### src/rtl/divider_seq.sv
// divider_seq: sequential restoring divider, one quotient bit per clock, MSB first.
//
// Parameters:
//   WIDTH        operand/result width in bits (2..64), default 32
//
// Ports:
//   clk          single clock, rising edge
//   rst_n        asynchronous active-low reset
//   start        request a division (only sampled while busy=0)
//   dividend     numerator, captured on the accepting edge
//   divisor      denominator, captured on the accepting edge
//   busy         a division is in progress
//   done         one-cycle pulse, results valid
//   quotient     result quotient (held until the next result)
//   remainder    result remainder (held until the next result)
//   div_by_zero  captured divisor was zero, valid with done
//
// Build option:
//   DIVIDER_SEQ_SIGNED_EN  two's complement operation. Magnitudes are divided and
//                          an extra FIXUP cycle applies the signs (truncating quotient,
//                          remainder follows the dividend's sign).
//
// state | meaning
// IDLE  | waiting for start
// RUN   | one shift/subtract step per cycle, WIDTH cycles
// FIXUP | sign correction of magnitude results (signed build only)
// DONE  | results valid, done=1 for one cycle; start here chains a new operation

module divider_seq #(
    parameter int WIDTH = 32
) (
    input  logic             clk,
    input  logic             rst_n,
    input  logic             start,
    input  logic [WIDTH-1:0] dividend,
    input  logic [WIDTH-1:0] divisor,
    output logic             busy,
    output logic             done,
    output logic [WIDTH-1:0] quotient,
    output logic [WIDTH-1:0] remainder,
    output logic             div_by_zero
);

    localparam int CNT_W = $clog2(WIDTH + 1);

`ifdef DIVIDER_SEQ_SIGNED_EN
    typedef enum logic [1:0] {
        IDLE  = 2'd0,
        RUN   = 2'd1,
        DONE  = 2'd2,
        FIXUP = 2'd3
    } state_t;
`else
    typedef enum logic [1:0] {
        IDLE  = 2'd0,
        RUN   = 2'd1,
        DONE  = 2'd2
    } state_t;
`endif

    state_t           state_q;
    state_t           state_d;
    logic [CNT_W-1:0] cnt_q;
    logic [WIDTH-1:0] rem_q;
    logic [WIDTH-1:0] quo_q;
    logic [WIDTH-1:0] dvsr_q;
    logic             dbz_q;

    logic             accept;
    logic             last_step;
    logic [WIDTH:0]   shifted;
    logic [WIDTH:0]   trial;
    logic             q_bit;
    logic [WIDTH-1:0] rem_next;
    logic [WIDTH-1:0] quo_next;

    assign accept    = start && ((state_q == IDLE) || (state_q == DONE));
    assign last_step = (state_q == RUN) && (cnt_q == CNT_W'(WIDTH - 1));

    // quo_q starts out holding the dividend; its MSB is shifted into the partial
    // remainder each step while the new quotient bit enters at the LSB. The partial
    // remainder is always below the divisor, so WIDTH+1 bits cover the trial subtract.
    // A zero divisor naturally yields all-ones quotient and remainder=dividend.
    assign shifted  = {rem_q, quo_q[WIDTH-1]};
    assign trial    = shifted - {1'b0, dvsr_q};
    assign q_bit    = ~trial[WIDTH];
    assign rem_next = q_bit ? trial[WIDTH-1:0] : shifted[WIDTH-1:0];
    assign quo_next = {quo_q[WIDTH-2:0], q_bit};

`ifdef DIVIDER_SEQ_SIGNED_EN
    logic             neg_q_q;
    logic             neg_r_q;
    logic [WIDTH-1:0] dd_mag;
    logic [WIDTH-1:0] dv_mag;

    // The most-negative value's magnitude still fits as an unsigned WIDTH-bit number.
    assign dd_mag = dividend[WIDTH-1] ? (~dividend + WIDTH'(1)) : dividend;
    assign dv_mag = divisor[WIDTH-1]  ? (~divisor + WIDTH'(1))  : divisor;
`endif

    always_ff @(posedge clk or negedge rst_n) begin
        if (!rst_n) begin
            state_q <= IDLE;
        end else begin
            state_q <= state_d;
        end
    end

    always_comb begin
        state_d = state_q;
        busy    = 1'b0;
        done    = 1'b0;
        case (state_q)
            IDLE: begin
                if (accept) state_d = RUN;
            end
            RUN: begin
                busy = 1'b1;
`ifdef DIVIDER_SEQ_SIGNED_EN
                if (last_step) state_d = FIXUP;
`else
                if (last_step) state_d = DONE;
`endif
            end
`ifdef DIVIDER_SEQ_SIGNED_EN
            FIXUP: begin
                busy    = 1'b1;
                state_d = DONE;
            end
`endif
            DONE: begin
                done    = 1'b1;
                state_d = accept ? RUN : IDLE;
            end
            default: state_d = IDLE;
        endcase
    end

    always_ff @(posedge clk or negedge rst_n) begin
        if (!rst_n) begin
            cnt_q  <= '0;
            rem_q  <= '0;
            quo_q  <= '0;
            dvsr_q <= '0;
            dbz_q  <= 1'b0;
`ifdef DIVIDER_SEQ_SIGNED_EN
            neg_q_q <= 1'b0;
            neg_r_q <= 1'b0;
`endif
        end else if (accept) begin
            cnt_q <= '0;
            rem_q <= '0;
            dbz_q <= (divisor == '0);
`ifdef DIVIDER_SEQ_SIGNED_EN
            quo_q   <= dd_mag;
            dvsr_q  <= dv_mag;
            neg_q_q <= dividend[WIDTH-1] ^ divisor[WIDTH-1];
            neg_r_q <= dividend[WIDTH-1];
`else
            quo_q  <= dividend;
            dvsr_q <= divisor;
`endif
        end else if (state_q == RUN) begin
            cnt_q <= cnt_q + CNT_W'(1);
            rem_q <= rem_next;
            quo_q <= quo_next;
        end
    end

    // Result registers only change on the edge entering DONE, so partial values
    // never reach the outputs.
    always_ff @(posedge clk or negedge rst_n) begin
        if (!rst_n) begin
            quotient    <= '0;
            remainder   <= '0;
            div_by_zero <= 1'b0;
`ifdef DIVIDER_SEQ_SIGNED_EN
        end else if (state_q == FIXUP) begin
            if (dbz_q) begin
                quotient <= '1;
            end else begin
                quotient <= neg_q_q ? (~quo_q + WIDTH'(1)) : quo_q;
            end
            remainder   <= neg_r_q ? (~rem_q + WIDTH'(1)) : rem_q;
            div_by_zero <= dbz_q;
`else
        end else if (last_step) begin
            quotient    <= quo_next;
            remainder   <= rem_next;
            div_by_zero <= dbz_q;
`endif
        end
    end

endmodule

### config.mk
export PLATFORM = sky130hd
export DESIGN_NAME = divider_seq
export DESIGN_NICKNAME = d
export VERILOG_FILES = /design/src/rtl/divider_seq.sv
export SDC_FILE = /design/constraint.sdc
export NUM_CORES = 1
export LEC_CHECK = 0
export CORE_MARGIN = 2
export CORE_UTILIZATION = 40
export CTS_CLUSTER_DIAMETER = 200
export DETAILED_ROUTE_END_ITERATION = 7
export PLACE_DENSITY = 0.6
export SETUP_SLACK_MARGIN = 0.15
export SLEW_MARGIN = 5
export SYNTH_ARGS = -nofsm -noshare
export SYNTH_HDL_FRONTEND = slang
export SYNTH_SLANG_ARGS = --single-unit
### constraint.sdc
create_clock -name clk -period 6.98 [get_ports clk]
set_input_delay 1.047 -clock clk [delete_from_list [all_inputs] [get_ports clk]]
set_output_delay 1.047 -clock clk [all_outputs]
set_load 0.01 [all_outputs]
==> impl_metrics.env <==
export IMPL_place_congestion=0.852
export IMPL_ys_types=58
export IMPL_die_area_um2=22900
export IMPL_clkPwrFrac_pct=15.3
export IMPL_power_density_nw_per_um2=569
export IMPL_fin_crit_ns=3.44
export IMPL_cts_resized=0
export IMPL_track_usage_pct=20.2
export IMPL_syn_to_final_growth_pct=24.4
export IMPL_drt_initial_drc_count=357
export IMPL_fillers=2004
export IMPL_grt_antenna_before_repair=0
export IMPL_cts_buffers=17
export IMPL_synth_fp_nets=1079
export IMPL_grt_pass1_vias=6857
export IMPL_hold_class="reg2reg"
export IMPL_regArea_um2=4250
export IMPL_cap_violations=0
export IMPL_wl_per_cell_um=16.2
export IMPL_io_buffer_count=133
export IMPL_ctsHtreeMaxLevel=4
export IMPL_clk_latency_ns=0.44
export IMPL_final_setup_tns_ns=0
export IMPL_intPower_w=0.00344
export IMPL_async_flop_share_pct=100
export IMPL_postRouteAntennaNets=0
export IMPL_required_ns=7.26
export IMPL_p_sw_share_pct=44.0
export IMPL_synth_edff_count=0
export IMPL_cp_slowest_cell="buf_4"
export IMPL_start_kind="flip-flop"
export IMPL_num_rows=53
export IMPL_maxSlewViolCount=0
export IMPL_drt_pass1_iter_count=5
export IMPL_finalClockSkew_ns=0.0182
export IMPL_max_stage_delay_ns=0.50
export IMPL_yosys_warnings=0
export IMPL_clk_path_buf_depth=2
export IMPL_multi_input_comb_area_um2=4050
export IMPL_coreArea_um2=21200
export IMPL_critPathKind="reg2reg"
export IMPL_finalHoldViolations=0
export IMPL_reg2reg_from="quo_q[31]$_DFFE_PN0P_"
export IMPL_die_width_um=151
export IMPL_startpoint="quo_q[31]$_DFFE_PN0P_"
export IMPL_post_route_period_util_pct=49.3
export IMPL_fmax_mhz=290
export IMPL_clk_pin_slew_ns=0.07
export IMPL_die_h_um=151
export IMPL_pwr_share_comb_pct=56.9
export IMPL_cts_tree="built"
export IMPL_ir_worst_vdd_uv=299
export IMPL_cts_sinks=170
export IMPL_grt_max_degree=97
export IMPL_status="finished clean"
export IMPL_fin_nets=1185
export IMPL_hold_buffers=0
export IMPL_synth_area_um2=8670
export IMPL_r2r_cells=14
export IMPL_p_leak_nw=4.86
export IMPL_seq_power_share_pct=27.8
export IMPL_cp_endpoint="remainder[22]$_DFFE_PN0P_"
export IMPL_r2r_end="remainder[22]$_DFFE_PN0P_"
export IMPL_grt_first_pass_wirelength_mm=36.0
export IMPL_r2r_slack_ns=3.54
export IMPL_drt_total_wl_mm=22.2
export IMPL_max_slew_worst_pin_slew_ns=0.946
export IMPL_cp_cell_sequence="inv_1, ha_1, inv_1, fa_1, a211oi_1, o21a_1, a2111oi_4, o21ai_1, a22oi_4, xor2_4, buf_4, nand2_1, o21ai_0, o21ai_0"
export IMPL_endpoint_kind="flip-flop"
export IMPL_slew_headroom_pct=37.0
export IMPL_ios=134
export IMPL_utilization_pct=51.0
export IMPL_drc_errors=0
export IMPL_vias_per_cell=5.17
export IMPL_avgSynthCellArea_um2=8.87
export IMPL_synth_seq_cells=170
export IMPL_rsz0062_at_grt="false"
export IMPL_initial_utilization_pct=41.0
export IMPL_syn_inst=978
export IMPL_drive_gt1_share_pct=5.47
export IMPL_hpwlAfterDp_mm=15.3
export IMPL_grt_ovfl_total=0
export IMPL_arrival_ns=3.72
export IMPL_power_switching_w=0.00270
export IMPL_ys_flop_type="dfrtp_1"
export IMPL_setup_viol=0
export IMPL_critPathMaxFanout=46
export IMPL_cts_setup_buffers=0
export IMPL_cts_root_buf="clkbuf_16"
export IMPL_vias=7099
export IMPL_whs_path_depth=2
export IMPL_ys_seq_area_share_pct=49.1
export IMPL_num_antenna_cells=0
==> placed cells by master (no fill, tap or decap), types with 4 or more instances in the layout <==
master           Yosys  final
a31oi_1              8      8
nand2_1            297    296
o21a_1               8      8
o211ai_1             7      7
xnor2_1             19     19
nor2_1              17     16
a21o_1              17     17
mux2i_1             12     12
ha_1                33     33
dfrtp_1            170    170
o21bai_1             6      6
nand4_1             10     10
a22oi_1             32     32
nor4_1               9      9
o31ai_1              4      4
a211oi_1             4      4
nand2b_1             4      4
clkdlybuf4s50_1      0    132
inv_6                0      7
a21oi_1             33     33
o21ai_0            116    116
and3_1               4      4
nand3_1              6      6
xor2_1               9      9
clkbuf_16            0     17
o21ai_1              7      7
buf_4                0      9
inv_1               41     41
==> logic make-up (layout without fill, tap and decap cells) <==
kind of cell	count (synthesis)	after routing	share of synthesized area [%]
XOR/XNOR	29	29	3.15
buffers and inverters	97	216	4.41
AO/OA/AOI/OAI	265	265	19.1
flip-flops	170	170	49.1
multiplexers	15	15	1.77
adder cells (fa/ha/maj)	34	34	4.99
AND/OR/NAND/NOR	368	368	17.5
==> worst max-delay path: cells and delay by family, from the launching register on <==
family	cells	cell delay, ns
simple gates	1	0.13
flops	1	0.38
buf+inv	3	0.62
compound gates	7	1.29
fa+ha+maj	2	0.58
xor+xnor	1	0.27
==> layout make-up <==
cell class	count	share of cell area [%]
Sequential cell	170	39.4
Multi-Input combinational cell	711	37.6
Timing Repair Buffer	142	13.0
Clock buffer	19	4.20
Tap cell	275	3.19
Inverter	42	1.46
Clock inverter	13	1.19
==> state kept, by name, summed over array words and instances (netlist names) <==
register and cells:
dvsr_q 32, cnt_q 6, dbz_q 1, rem_q 32
state_q 2, div_by_zero 1, quo_q 32, quotient 32
remainder 32
==> how the worst min path moves through the flow <==
stage                                  start                  endpoint  slack, ns
floorplan                  dbz_q$_DFFE_PN0P_   div_by_zero$_DFFE_PN0P_       0.44
global placement     quotient[2]$_DFFE_PN0P_   quotient[2]$_DFFE_PN0P_       0.46
detailed placement  quotient[18]$_DFFE_PN0P_  quotient[18]$_DFFE_PN0P_       0.46
CTS                 quotient[18]$_DFFE_PN0P_  quotient[18]$_DFFE_PN0P_       0.48
global route        quotient[10]$_DFFE_PN0P_  quotient[10]$_DFFE_PN0P_       0.50
finish              quotient[18]$_DFFE_PN0P_  quotient[18]$_DFFE_PN0P_       0.47
==> layer usage <==
| metal | global-route usage, % | routed length [um] | part of all wire, % |
|---|---|---|---|
| met2 | 31.9 | 10400 | 47 |
| met1 | 28.5 | 10800 | 49 |
| met3 | 3.73 | 772 | 3.5 |
| met4 | 5.42 | 273 | 1.2 |
| met5 | 0 | 0 | 0 |
==> Yosys cell counts, types with 10 or more instances <==
cell type  instances  area, um2
dfrtp_1          170       4250
clkbuf_1          45        169
o21ai_0          116        581
mux2i_1           12        120
xnor2_1           19        166
nand2_1          297       1110
a22oi_1           32        240
a21oi_1           33        165
ha_1              33        413
nand4_1           10       62.6
inv_1             41        154
nor2_1            17       63.8
a21o_1            17        128
==> power by group through the flow <==
stage | Sequential, W | Clock (W) | Combinational [W]
2_1_floorplan | 0.00169 | 0 | 0.00260
3_3_place_gp | 0.00172 | 0 | 0.00344
3_5_place_dp | 0.00172 | 0 | 0.00349
4_1_cts | 0.00171 | 0.000964 | 0.00351
5_1_grt | 0.00176 | 0.00101 | 0.00394
6_report | 0.00171 | 0.000939 | 0.00349
==> stage by stage <==
step | power [W] | setup slack (ns) | cell area [um2] | cells | hold WS, ns
floorplan | 0.00429 | 4.18 | 8670 | 978 | 0.439
global placement | 0.00516 | 3.60 | 10200 | 1340 | 0.460
detailed placement | 0.00521 | 3.56 | 10200 | 1340 | 0.461
CTS | 0.00619 | 3.51 | 10800 | 1372 | 0.479
global route | 0.00671 | 3.20 | 10800 | 1372 | 0.505
finish | 0.00614 | 3.54 | 10800 | 1372 | 0.473
Power figures use the tool's default switching activity.
